## src/rtl/decoder_pipe.sv

```systemverilog
// rtl/decoder_pipe.sv - registered instruction decoder with two-entry skid buffer and warp-stop tracking
// Optional feature macro: BGPU_DECODER_PERF_EN (adds perf_inst_cnt_o / perf_stall_cnt_o)
// Opcode layout: opcode[7:4] = execution unit, opcode[3:0] = subtype; 8'hFF = warp stop.
module decoder_pipe #(
  parameter int PcWidth         = 32,
  parameter int NumWarps        = 8,
  parameter int WarpWidth       = 32,
  parameter int RegIdxWidth     = 8,
  parameter int OperandsPerInst = 2,
  parameter int EncInstWidth    = 8 + (1 + OperandsPerInst) * RegIdxWidth,
  parameter int WidWidth        = NumWarps > 1 ? $clog2(NumWarps) : 1
) (
  input  logic                                   clk_i,
  input  logic                                   rst_i,
  output logic                                   dec_ready_o,
  input  logic                                   ic_valid_i,
  input  logic [PcWidth-1:0]                     ic_pc_i,
  input  logic [WarpWidth-1:0]                   ic_act_mask_i,
  input  logic [WidWidth-1:0]                    ic_warp_id_i,
  input  logic [EncInstWidth-1:0]                ic_inst_i,
  input  logic                                   disp_ready_i,
  output logic                                   dec_valid_o,
  output logic [PcWidth-1:0]                     dec_pc_o,
  output logic [WarpWidth-1:0]                   dec_act_mask_o,
  output logic [WidWidth-1:0]                    dec_warp_id_o,
  output logic [7:0]                             dec_inst_o,
  output logic [RegIdxWidth-1:0]                 dec_dst_o,
  output logic [OperandsPerInst-1:0]             dec_operands_required_o,
  output logic [OperandsPerInst*RegIdxWidth-1:0] dec_operands_o,
  output logic                                   dec_decoded_o,
  output logic                                   dec_stop_warp_o,
  output logic [WidWidth-1:0]                    dec_decoded_warp_id_o,
  output logic [PcWidth-1:0]                     dec_decoded_next_pc_o,
  input  logic [NumWarps-1:0]                    warp_start_i,
  output logic [NumWarps-1:0]                    warp_stopped_o,
  output logic                                   stopped_warp_err_o
`ifdef BGPU_DECODER_PERF_EN
  ,
  output logic [31:0]                            perf_inst_cnt_o,
  output logic [31:0]                            perf_stall_cnt_o
`endif
);

  localparam logic [3:0] BGPU_INST_TYPE_IU = 4'h0;
  localparam logic [3:0] IU_TID            = 4'h0;
  localparam logic [3:0] IU_LDI            = 4'h1;
  localparam logic [7:0] STOP_OPCODE       = 8'hFF;

  typedef struct packed {
    logic [PcWidth-1:0]                     pc;
    logic [WarpWidth-1:0]                   mask;
    logic [WidWidth-1:0]                    wid;
    logic [7:0]                             opcode;
    logic [RegIdxWidth-1:0]                 dst;
    logic [OperandsPerInst-1:0]             req;
    logic [OperandsPerInst*RegIdxWidth-1:0] ops;
  } entry_t;

  entry_t               main_q, skid_q, in_entry;
  logic                 main_valid_q, skid_valid_q;
  logic                 in_stop, accept, push, drain;
  logic [NumWarps-1:0]  wid_onehot;
  logic [NumWarps-1:0]  warp_stopped_q;
  logic                 err_q;
  logic                 notify_q, notify_stop_q;
  logic [WidWidth-1:0]  notify_wid_q;
  logic [PcWidth-1:0]   notify_pc_q;

  // Field extraction; operand 0 sits in the highest operand slot of both encoding and output.
  always_comb begin
    in_entry        = '0;
    in_entry.pc     = ic_pc_i;
    in_entry.mask   = ic_act_mask_i;
    in_entry.wid    = ic_warp_id_i;
    in_entry.opcode = ic_inst_i[EncInstWidth-1 -: 8];
    in_entry.dst    = ic_inst_i[EncInstWidth-9 -: RegIdxWidth];
    in_entry.ops    = ic_inst_i[OperandsPerInst*RegIdxWidth-1:0];
    in_entry.req    = '1;
    if (in_entry.opcode[7:4] == BGPU_INST_TYPE_IU &&
        (in_entry.opcode[3:0] == IU_TID || in_entry.opcode[3:0] == IU_LDI)) begin
      in_entry.req = '0;
    end
  end

  // One-hot of the incoming warp id; out-of-range ids map to no warp.
  always_comb begin
    wid_onehot = '0;
    for (int w = 0; w < NumWarps; w++) begin
      if (ic_warp_id_i == WidWidth'(w)) wid_onehot[w] = 1'b1;
    end
  end

  assign in_stop = (in_entry.opcode == STOP_OPCODE);
  assign accept  = ic_valid_i && !skid_valid_q;
  assign push    = accept && !in_stop;
  assign drain   = main_valid_q && disp_ready_i;

  // Skid buffer: main feeds the dispatcher, skid catches one extra while main is stalled.
  always_ff @(posedge clk_i) begin
    if (rst_i) begin
      main_valid_q <= 1'b0;
      skid_valid_q <= 1'b0;
      main_q       <= '0;
      skid_q       <= '0;
    end else if (drain) begin
      if (skid_valid_q) begin
        main_q       <= skid_q;
        skid_valid_q <= 1'b0;
      end else if (push) begin
        main_q <= in_entry;
      end else begin
        main_valid_q <= 1'b0;
      end
    end else if (push) begin
      if (!main_valid_q) begin
        main_q       <= in_entry;
        main_valid_q <= 1'b1;
      end else begin
        skid_q       <= in_entry;
        skid_valid_q <= 1'b1;
      end
    end
  end

  // Fetcher notify for every accepted instruction, stops included.
  always_ff @(posedge clk_i) begin
    if (rst_i) begin
      notify_q      <= 1'b0;
      notify_stop_q <= 1'b0;
      notify_wid_q  <= '0;
      notify_pc_q   <= '0;
    end else begin
      notify_q <= accept;
      if (accept) begin
        notify_stop_q <= in_stop;
        notify_wid_q  <= ic_warp_id_i;
        notify_pc_q   <= ic_pc_i + PcWidth'(1);
      end
    end
  end

  // Stopped mask (a stop beats a same-cycle start) and sticky stopped-warp error.
  always_ff @(posedge clk_i) begin
    if (rst_i) begin
      warp_stopped_q <= '0;
      err_q          <= 1'b0;
    end else begin
      warp_stopped_q <= (warp_stopped_q & ~warp_start_i) |
                        ((accept && in_stop) ? wid_onehot : '0);
      if (accept && |(warp_stopped_q & wid_onehot)) err_q <= 1'b1;
    end
  end

`ifdef BGPU_DECODER_PERF_EN
  logic [31:0] perf_inst_q, perf_stall_q;

  // Handshake and stall counters, free-running with wrap.
  always_ff @(posedge clk_i) begin
    if (rst_i) begin
      perf_inst_q  <= '0;
      perf_stall_q <= '0;
    end else begin
      if (drain) perf_inst_q <= perf_inst_q + 32'd1;
      if (main_valid_q && !disp_ready_i) perf_stall_q <= perf_stall_q + 32'd1;
    end
  end

  assign perf_inst_cnt_o  = perf_inst_q;
  assign perf_stall_cnt_o = perf_stall_q;
`endif

  assign dec_ready_o             = !skid_valid_q;
  assign dec_valid_o             = main_valid_q;
  assign dec_pc_o                = main_q.pc;
  assign dec_act_mask_o          = main_q.mask;
  assign dec_warp_id_o           = main_q.wid;
  assign dec_inst_o              = main_q.opcode;
  assign dec_dst_o               = main_q.dst;
  assign dec_operands_required_o = main_q.req;
  assign dec_operands_o          = main_q.ops;
  assign dec_decoded_o           = notify_q;
  assign dec_stop_warp_o         = notify_stop_q;
  assign dec_decoded_warp_id_o   = notify_wid_q;
  assign dec_decoded_next_pc_o   = notify_pc_q;
  assign warp_stopped_o          = warp_stopped_q;
  assign stopped_warp_err_o      = err_q;

endmodule

```

## config.mk

```make
export PLATFORM = sky130hd
export DESIGN_NAME = decoder_pipe
export DESIGN_NICKNAME = d
export VERILOG_FILES = /design/src/rtl/decoder_pipe.sv
export SDC_FILE = /design/constraint.sdc
export NUM_CORES = 1
export LEC_CHECK = 0
export CAP_MARGIN = 5
export CORE_MARGIN = 5
export CORE_UTILIZATION = 30
export DETAILED_ROUTE_END_ITERATION = 7
export GPL_ROUTABILITY_DRIVEN = 0
export PLACE_DENSITY = 0.6
export SYNTH_ARGS = -nofsm -noshare
export SYNTH_HDL_FRONTEND = slang
export SYNTH_SLANG_ARGS = --single-unit
export TNS_END_PERCENT = 100
```

## constraint.sdc

```tcl
create_clock -name clk_i -period 4.2 [get_ports clk_i]
set_input_delay 0.42 -clock clk_i [delete_from_list [all_inputs] [get_ports clk_i]]
set_output_delay 0.42 -clock clk_i [all_outputs]
set_load 0.05 [all_outputs]
```

==> run_results.csv, run 1 <==
group,metric,value,unit
run_status,status,"finished clean",
grt,grt_pass1_vias,9318,
clocking,cts.clk_slew.worst_paths,0.06,ns
clocking,post_cts_resized,0,
grt,groute.usage.overall,15.53,%
grt,grt_util_met1,20.06,%
detailed_routing,drtAntennaViolNets,0,
synthesis,synth_area_leaders,"dfxtp_1 44%, mux2_2 10%, mux2i_1 9.0%",
synthesis,syn_avg_cell_area,8.676,sq um
grt,grt_util_met3,3.625,%
timing,tightest_slew,1.124,ns
setup_path,slowest_stage,"o21ai_4",
synthesis,yosysWarnings,0,
detailed_routing,first_pass_iters,5,
clocking,cts_hold_buf,0,
setup_path,worstReg2RegEnd,"dec_act_mask_o[10]",
pwr,leakagePower,0.006222,uW
synthesis,synth_top_cell_area_share,44.09,%
detailed_routing,wl_per_cell,16.68,um
timing,relSlewSlack,24.35,%
grt,antenna_found_initial,0,
timing,setup_viol,0,
place,portBuffers,259,
clocking,cts_max_path_buffers,3,
setup_path,cp_cell_sequence,"clkdlybuf4s50_1, nand4_1, o21a_1, o21ai_4, buf_12, mux2_2",
floorplan,rows,71,
setup_path,cp_slowest_stage_delay,0.66,ns
clocking,postCtsSetupBuffers,0,
synthesis,synthFlopType,"dfxtp_1",
grt,grt.overflow.total,0,
grt,grt_pass1_wl,52640,um
setup_path,reg2reg_depth,5,
timing,rsz0062_at_grt,"false",
worst_hold_path,whs_endpoint,"skid_q[82]",
clocking,cts_buffers,28,
timing,finalCritPeriodShare,60.87,%
finish,nFillCells,3712,
synthesis,syn-cell-area,11260,sq um
worst_hold_path,hp-start,"rst_i",
detailed_routing,dr.first_iter.drc_count,456,
pwr,pwr_density_cell,426.5,nW/um^2
timing,fin_worst_skew,0.009937,ns
worst_hold_path,hp-class,"input pin to flop",
setup_path,r2r-start,"skid_valid_q",
synthesis,synth-seq-cells,248,
floorplan,start_util,30.11,%
floorplan,die_x,203.7,um
place,place_area,14320,sq um
setup_path,path_class,"input pin to flop",
synthesis,yosysTopAreaCell,"dfxtp_1",
synthesis,ys_top_cells_by_count,"248 x dfxtp_1, 219 x nand2_1, 121 x nor2_1",
synthesis,synth_edf_count,0,
pwr,peakVddDrop,0.0002706,V
flow_run,maxCapViolCount,0,
finish,fin_nets,1613,
floorplan,ios,260,
detailed_routing,viasPerCell,4.720,
synthesis,synthDistinctLibCells,52,
floorplan,die_area,41510,sq um
finish,drive_above_1_share,11.49,%
clocking,cts_tree,"built",
grt,grt_max_degree,205,
grt,busiest_layer,"met2",
detailed_routing,drc,0,
timing,max_freq,391.1,MHz
synthesis,syn_inst,1298,
setup_path,cp.arrival,2.98,ns
setup_path,worstPathRequired,4.62,ns
synthesis,synth_fp_nets,1410,
synthesis,ys_seq_area_share,44.09,%
synthesis,synth-async-reset-ratio,0,%
finish,area_growth,36.26,%
timing,worst_slack,1.643,ns
setup_path,start_kind,"input pin",
grt,grt_use_met2,26.18,%
detailed_routing,vias,9600,
clocking,cts_sinks,248,
setup_path,critPathCaptureType,"flop",
setup_path,worst-path-max-fanout,28,
clocking,cts_htree_levels,1,
timing,period_minus_slack,2.557,ns
place,place_worst_setup_slack,1.022,ns
timing,hold_viol,0,
floorplan,die_h,203.7,um
finish,n_antenna_cell,0,
timing,tns,0,ns
clocking,clkLatencyLatePin,0.54,ns
worst_hold_path,hold_depth,2,
clocking,clock-root-buffer,"clkbuf_16",
timing,slew_viol_final,0,
synthesis,yosysMostFrequentCell,"dfxtp_1",
floorplan,core,37400,sq um
setup_path,worst-r2r-setup-slack,1.74,ns
finish,final_cell_area,15340,sq um
detailed_routing,wl,33930,um
place,hpwl,22970,um
[placed cells by master (no fill, tap or decap), types with 2 or more instances in the layout]
master and count:
clkdlybuf4s50_1 258, dfxtp_1 248, nand2_1 219, nor2_1 121, a21oi_1 119, nor2b_1 105
mux2i_1 101, mux2_2 100, clkbuf_16 29, o21ai_0 24, nand3_1 15, or4_1 14
inv_1 12, a31oi_1 12, a211oi_1 10, buf_4 10, o31ai_1 9, nand4_1 8
nor4_1 8, or3_1 8, clkinv_2 8, nand2b_1 7, nor3_1 7, xnor2_1 7
bufinv_16 6, buf_12 6, and3_1 4, xor2_1 4, clkbuf_8 4, clkbuf_1 4
o21a_1 2, a311o_1 2, a221oi_1 2, a211o_1 2, and4_1 2, or4_4 2
a311oi_1 2
[state kept, by name, summed over array words and instances (netlist names)]
name,cells
dec_warp_id_o,3
dec_operands_required_o,1
dec_decoded_next_pc_o,32
dec_pc_o,32
dec_inst_o,8
dec_valid_o,1
warp_stopped_o,8
dec_decoded_warp_id_o,3
skid_q,100
dec_stop_warp_o,1
stopped_warp_err_o,1
dec_dst_o,8
dec_act_mask_o,32
dec_decoded_o,1
skid_valid_q,1
dec_operands_o,16
[per-layer routing]
metal | part of all wire, % | wire (um) | vias to the layer above
met5 | 0 | 0 | -
met4 | 2.3 | 770 | 0
met3 | 6.1 | 2080 | 50
met2 | 48 | 16270 | 238
met1 | 44 | 14820 | 4499
li1 | - | - | 4813
[how the worst max path moves through the flow]
| stage | cells after the start | start | end |
|---|---|---|---|
| 6_report | 6 | ic_inst_i[31] | dec_pc_o[15] |
| 2_1_floorplan | 5 | ic_pc_i[11] | dec_decoded_next_pc_o[29] |
| 3_3_place_gp | 6 | ic_inst_i[31] | dec_act_mask_o[25] |
| 3_5_place_dp | 6 | ic_inst_i[31] | dec_pc_o[2] |
| 4_1_cts | 6 | ic_inst_i[31] | dec_pc_o[15] |
| 5_1_grt | 6 | ic_inst_i[31] | dec_pc_o[15] |
[stage by stage]
stage                     util [%]  hold WS [ns]  cells  power [uW]
after global routing         41.03        0.2546   2034        6833
after CTS                    41.03        0.2228   2034        6655
after detailed placement     38.29        0.4458   1982        3900
final                        41.03        0.2530   2034        6545
after floorplan                  -        0.4357   1298        3393
after global placement       38.29        0.4406   1982        3885
[worst max-delay path, delay by kind of cell]
| family | cells | cell delay, ns |
|---|---|---|
| AOI/OAI and AO/OA | 2 | 0.97 |
| buffers and inverters | 2 | 0.87 |
| muxes | 1 | 0.36 |
| and+or+nand+nor | 1 | 0.32 |
[kinds of logic (layout without fill, tap and decap cells)]
family,count (synthesis),in the layout,share of synthesized area (%)
flops,248,248,44.09
fa+ha+maj,1,1,0.1111
compound gates,195,195,9.845
xor+xnor,11,11,0.8555
mux,201,201,18.98
buf+inv,114,339,4.056
simple gates,528,528,22.07
[area by class of cell]
class                      instances  area, sq um  area share (%)
sequential                       248         4965           32.36
timing repair buffer             275         2793           18.20
clock inverter                    15        227.7           1.484
clock buffer                      37        795.8           5.186
inverter                          12        45.04          0.2936
multi-input combinational        936         5878           38.31
tap                              511        639.4           4.167
[power breakdown]
part           leakage (uW)  switching [uW]  internal, uW
registers           0.00203            76.4          2490
clock network      0.000507            1010          1690
logic               0.00369             771           497
total               0.00622            1860          4680
Power figures use the tool's default switching activity.
==> run 2: changes to the inputs <==
--- a/config.mk
+++ b/config.mk
@@ -10,7 +10,7 @@
 export CORE_UTILIZATION = 30
 export DETAILED_ROUTE_END_ITERATION = 7
 export GPL_ROUTABILITY_DRIVEN = 0
-export PLACE_DENSITY = 0.6
+export PLACE_DENSITY = 0.62
 export SYNTH_ARGS = -nofsm -noshare
 export SYNTH_HDL_FRONTEND = slang
 export SYNTH_SLANG_ARGS = --single-unit
==> constraint.sdc (replaced) <==
create_clock -name clk_i -period 2.1 [get_ports clk_i]
set_input_delay 0.21 -clock clk_i [delete_from_list [all_inputs] [get_ports clk_i]]
set_output_delay 0.21 -clock clk_i [all_outputs]
set_load 0.05 [all_outputs]
==> run 2 against run 1 <==
  * Setup slack worse by 1.5 ns
  * Wire length is 0.82% higher
  * Die area unchanged
  * Critical path type is now flop to output port
==> run_results.csv, run 2 (synthesis results as in run 1) <==
group,metric,value,unit
clocking,cts_buffers,29,
timing,setup_viol,0,
finish,layout_common_cells,"255 x clkdlybuf4s50_1, 248 x dfxtp_1, 219 x nand2_1",
setup_path,r2r-start,"dec_valid_o",
detailed_routing,vias,10020,
setup_path,cp_cell_sequence,"clkdlybuf4s50_1",
clocking,cts_htree_levels,1,
pwr,clkPwrFrac,41.0,%
floorplan,ios,260,
floorplan,die_x,203.7,um
clocking,cts_max_path_buffers,3,
setup_path,cp_slowest_stage_delay,0.84,ns
pwr,p_sw_share,28.88,%
finish,fin_nets,1697,
grt,grt.overflow.total,0,
timing,hold_viol,0,
place,portBuffers,259,
detailed_routing,first_pass_iters,5,
detailed_routing,drtAntennaViolNets,0,
timing,rsz0062_at_grt,"false",
setup_path,cp_num_buf_inv,1,
setup_path,start_kind,"flop",
detailed_routing,viasPerCell,4.726,
detailed_routing,drc,0,
setup_path,worst-path-max-fanout,2,
setup_path,worstReg2RegEnd,"dec_pc_o[10]",
finish,top_register,"skid_q",
timing,fin_worst_skew,0.01806,ns
clocking,clkLatencyLatePin,0.55,ns
setup_path,worst-r2r-setup-slack,0.38,ns
place,place_worst_setup_slack,-0.4180,ns
pwr,switchingPower,3817,uW
timing,relSlewSlack,57.77,%
clocking,cts_tree,"built",
detailed_routing,wl,34210,um
pwr,leakagePower,0.006678,uW
run_status,status,"finished clean",
clocking,cts.clk_slew.worst_paths,0.06,ns
flow_run,maxCapViolCount,0,
setup_path,cp.arrival,1.76,ns
detailed_routing,dr.first_iter.drc_count,418,
finish,final_common_cell,"clkdlybuf4s50_1",
detailed_routing,wl_per_cell,16.14,um
setup_path,critPathCaptureType,"output port",
clocking,clock-root-buffer,"clkbuf_16",
timing,max_freq,506.4,MHz
finish,area_growth,43.16,%
timing,finalCritPeriodShare,94.03,%
pwr,p_int,9401,uW
timing,slew_viol_final,0,
floorplan,rows,71,
pwr,p_comb_share,20.2,%
worst_hold_path,whs_endpoint,"skid_q[91]",
worst_hold_path,hp-class,"input pin to flop",
grt,grt_pass1_vias,9845,
grt,grt_max_degree,91,
grt,antenna_found_initial,4,
grt,grt_pass1_wl,53680,um
place,hpwl,24120,um
worst_hold_path,hold_depth,2,
finish,nFillCells,3687,
clocking,cts_sinks,248,
floorplan,start_util,30.11,%
pwr,peakVddDrop,0.0006932,V
floorplan,die_h,203.7,um
clocking,cts_hold_buf,0,
timing,tns,0,ns
setup_path,slowest_stage,"clkdlybuf4s50_1",
setup_path,reg2reg_depth,5,
floorplan,core,37400,sq um
setup_path,path_class,"flop to output port",
timing,tightest_slew,0.6314,ns
worst_hold_path,hp-start,"rst_i",
setup_path,worstPathRequired,1.89,ns
finish,largest_register_ffs,100,
grt,groute.usage.overall,15.64,%
setup_path,crit_family,"buffers and inverters",
floorplan,die_area,41510,sq um
pwr,pwr_density_cell,820.0,nW/um^2
timing,period_minus_slack,1.975,ns
finish,drive_above_1_share,16.36,%
timing,worst_slack,0.1253,ns
pwr,seqPwrFrac,38.8,%
## run 2: cell types whose count changed in the layout (fill, tap and decap cells not counted), moves of 2 or more
cell / previous run / this run
inv_6: 0 / 2
buf_4: 10 / 82
dlygate4sd2_1: 0 / 2
clkdlybuf4s50_1: 258 / 255
clkbuf_1: 4 / 2
buf_12: 6 / 18
## run 2: final cells by class
cell class | instances | area, sq um | area share (%)
tap | 511 | 639.4 | 3.966
inverter | 12 | 45.04 | 0.2794
clock inverter | 18 | 227.7 | 1.413
antenna | 1 | 2.502 | 0.01552
multi-input combinational | 936 | 5878 | 36.46
clock buffer | 36 | 802.0 | 4.975
timing repair buffer | 358 | 3561 | 22.09
sequential | 248 | 4965 | 30.80
## run 2: stage by stage
step	std cells	total power [uW]	area [sq um]	utilization, %	hold slack (ns)
after floorplan	1298	6787	11260	-	0.3064
after global placement	2065	7899	15090	40.35	0.4404
after detailed placement	2065	7926	15090	40.35	0.4456
after CTS	2119	13410	16120	43.10	0.02632
after global routing	2120	13760	16120	43.10	0.05904
final	2120	13220	16120	43.10	0.04456
## run 2: how the worst max path moves through the flow
stage                                         from  slack (ns)  depth (start not counted)                         to
after floorplan                        dec_valid_o        0.03                          6               dec_pc_o[17]
after global placement                  ic_pc_i[0]       -0.37                          6  dec_decoded_next_pc_o[18]
after detailed placement                ic_pc_i[0]       -0.42                          6  dec_decoded_next_pc_o[20]
after CTS                        dec_operands_o[0]        0.08                          1          dec_operands_o[0]
after global routing                    ic_pc_i[1]      0.0003                          6  dec_decoded_next_pc_o[18]
final                     dec_decoded_warp_id_o[2]        0.13                          1   dec_decoded_warp_id_o[2]
## run 2: repair_timing
item,CTS,global route
setup endpoints to repair,2,0
gates resized for setup,2,0
buffers inserted,0,0
## run 2: metal layers
layer  vias up  share of wire (%)  track usage [%]
li1       4999                  -                -
met1      4719                 44            20.10
met2       251                 47            26.59
met3        45                6.4            3.975
met4         6                2.0            3.421
met5         -               0.11                0
## run 2: power by group through the flow
stage | Combinational, uW | Sequential, uW | Clock [uW]
after floorplan | 808 | 5980 | 0
after detailed placement | 2690 | 5230 | 0
after CTS | 2700 | 5130 | 5580
after global placement | 2670 | 5230 | 0
final | 2670 | 5130 | 5410
after global routing | 2830 | 5160 | 5770
==> run 3: changes to the inputs <==
--- a/config.mk
+++ b/config.mk
@@ -6,6 +6,7 @@
 export NUM_CORES = 1
 export LEC_CHECK = 0
 export CAP_MARGIN = 5
+export CORE_ASPECT_RATIO = 0.6
 export CORE_MARGIN = 5
 export CORE_UTILIZATION = 30
 export DETAILED_ROUTE_END_ITERATION = 7
==> run 3 against run 2 <==
  * Sequential share of layout area rose by 0.35 points
  * Sequential power about the same
  * Wire length is 7.5% higher
  * Maximum frequency down 2.5%
  * Setup slack worse by 0.051 ns
  * Critical path type is now input pin to flop
  * Critical endpoint is now dec_decoded_next_pc_o[19]
  * Largest power group is now registers
  * Highest routed layer unchanged
==> run_results.csv, run 3 (synthesis results as in run 1) <==
group,metric,value,unit
clocking,cts_tree,"built",
timing,fin_worst_skew,0.01315,ns
grt,grt_util_met3,4.267,%
setup_path,cp.arrival,2.48,ns
setup_path,worst-r2r-setup-slack,0.38,ns
place,place_worst_setup_slack,-0.4655,ns
detailed_routing,viasPerCell,4.773,
place,hpwl,25950,um
setup_path,path_class,"input pin to flop",
setup_path,cp_cell_sequence,"clkdlybuf4s50_1, buf_4, nand4_1, buf_4, or3_1, or4_1, a31oi_1",
place,portBuffers,259,
clocking,cts_sinks,248,
pwr,leakagePower,0.006617,uW
floorplan,rows,55,
detailed_routing,wl,36760,um
clocking,clock-root-buffer,"clkbuf_16",
pwr,p_comb_share,21.4,%
setup_path,start_kind,"input pin",
clocking,postCtsSetupBuffers,0,
setup_path,cp_num_cells,7,
detailed_routing,wl_per_cell,17.44,um
grt,grt_use_met2,26.97,%
finish,largest_register_ffs,100,
floorplan,die_h,160.1,um
finish,fin_nets,1690,
clocking,cts_hold_buf,0,
detailed_routing,drtAntennaViolNets,0,
timing,tightest_slew,0.6404,ns
finish,nFillCells,3651,
grt,grt_util_met1,23.46,%
worst_hold_path,hold_depth,2,
grt,grt_max_degree,102,
setup_path,worstPathRequired,2.56,ns
floorplan,ios,260,
pwr,pwr_density_cell,792.3,nW/um^2
setup_path,cp_common_cell,"buf_4",
setup_path,reg2reg_depth,4,
timing,rsz0062_at_grt,"false",
grt,groute.usage.overall,16.92,%
finish,final_common_cell,"dfxtp_1",
grt,grt_pass1_vias,9939,
floorplan,start_util,30.14,%
setup_path,worst-path-max-fanout,10,
pwr,p_int,8928,uW
clocking,cts_buffers,26,
clocking,cts_htree_levels,1,
finish,layout_common_cells,"248 x dfxtp_1, 247 x clkdlybuf4s50_1, 219 x nand2_1",
grt,grt_pass1_wl,56850,um
finish,multi_input_area,5882,sq um
clocking,cts.clk_slew.worst_paths,0.06,ns
detailed_routing,dr.first_iter.drc_count,451,
timing,hold_ws,0.03614,ns
pwr,p_sw_share,29.31,%
floorplan,die_area,41640,sq um
setup_path,cp_slowest_stage_delay,0.54,ns
timing,max_freq,493.8,MHz
finish,final-seq-area,4965,sq um
pwr,switchingPower,3701,uW
pwr,peakVddDrop,0.0006504,V
timing,setup_viol,0,
timing,slew_viol_final,0,
grt,grt.overflow.total,0,
clocking,clkLatencyLatePin,0.54,ns
grt,antenna_found_initial,2,
timing,period_minus_slack,2.025,ns
finish,top_register,"skid_q",
setup_path,critPathCaptureType,"flop",
pwr,clkPwrFrac,38.0,%
floorplan,core,37370,sq um
floorplan,die_x,260.1,um
run_status,status,"finished clean",
setup_path,crit_family,"simple AND/OR/NAND/NOR gates",
detailed_routing,drc,0,
pwr,seqPwrFrac,40.6,%
timing,finalCritPeriodShare,96.44,%
setup_path,cp_num_buf_inv,3,
detailed_routing,vias,10060,
finish,drive_above_1_share,16.12,%
setup_path,slowest_stage,"clkdlybuf4s50_1",
timing,relSlewSlack,57.17,%
worst_hold_path,hp-class,"input pin to flop",
grt,busiest_layer,"met2",
detailed_routing,first_pass_iters,5,
timing,hold_viol,0,
flow_run,maxCapViolCount,0,
finish,area_growth,41.56,%
clocking,cts_max_path_buffers,3,
timing,worst_slack,0.07480,ns
## run 3: cell types whose count changed in the layout (fill, tap and decap cells not counted), sizes merged, moves of 3 or more
cell           delta
buf               +4
clkdlybuf4s50     -8
clkinv            -5
bufinv            -3
## run 3: cell type report
| class | count | area share [%] |
|---|---|---|
| inverter | 12 | 0.2826 |
| antenna | 1 | 0.01570 |
| timing repair buffer | 354 | 22.13 |
| sequential | 248 | 31.15 |
| clock inverter | 6 | 0.5024 |
| multi-input combinational | 936 | 36.90 |
| clock buffer | 38 | 5.000 |
| tap | 513 | 4.027 |
## run 3: worst reg2reg max path, delay by kind of cell, from the launching register on
kind	cells	cell delay, ns
compound gates	1	0.17
flops	1	0.36
simple gates	3	1.14
## run 3: metal layers
metal  vias up  wire length [um]
li1       4973                 -
met1      4774             17380
met2       258             16300
met3        52              2334
met4         4               724
met5         -                25
## run 3: final timing paths
| check | startpoint | end |
|---|---|---|
| hold reg to reg | skid_q[65] | skid_q[65] |
| setup reg to reg | skid_valid_q | dec_decoded_next_pc_o[29] |
| setup / recovery | ic_pc_i[1] | dec_decoded_next_pc_o[19] |
| hold / removal | rst_i | skid_q[82] |
## run 3: what timing repair did
action | CTS | global route
pin swaps | 0 | 0
resized for setup | 1 | 2
endpoints found under the setup margin | 1 | 2
## run 3: power groups by stage
stage	Sequential, uW	Combinational [uW]	Clock [uW]
after floorplan	5980	808	0
after global placement	5220	2700	0
after detailed placement	5230	2720	0
after CTS	5130	2730	4990
after global routing	5160	2860	5180
final	5120	2700	4800
## run 3: per-stage QoR
step	total power, uW	utilization [%]	instances	TNS [ns]	cell area (sq um)
6_report	12630	42.66	2108	0	15940
5_1_grt	13200	42.65	2107	0	15940
4_1_cts	12840	42.64	2107	0	15930
3_5_place_dp	7951	40.29	2063	-9.600	15060
3_3_place_gp	7922	40.29	2063	-7.603	15060
2_1_floorplan	6787	-	1298	0	11260
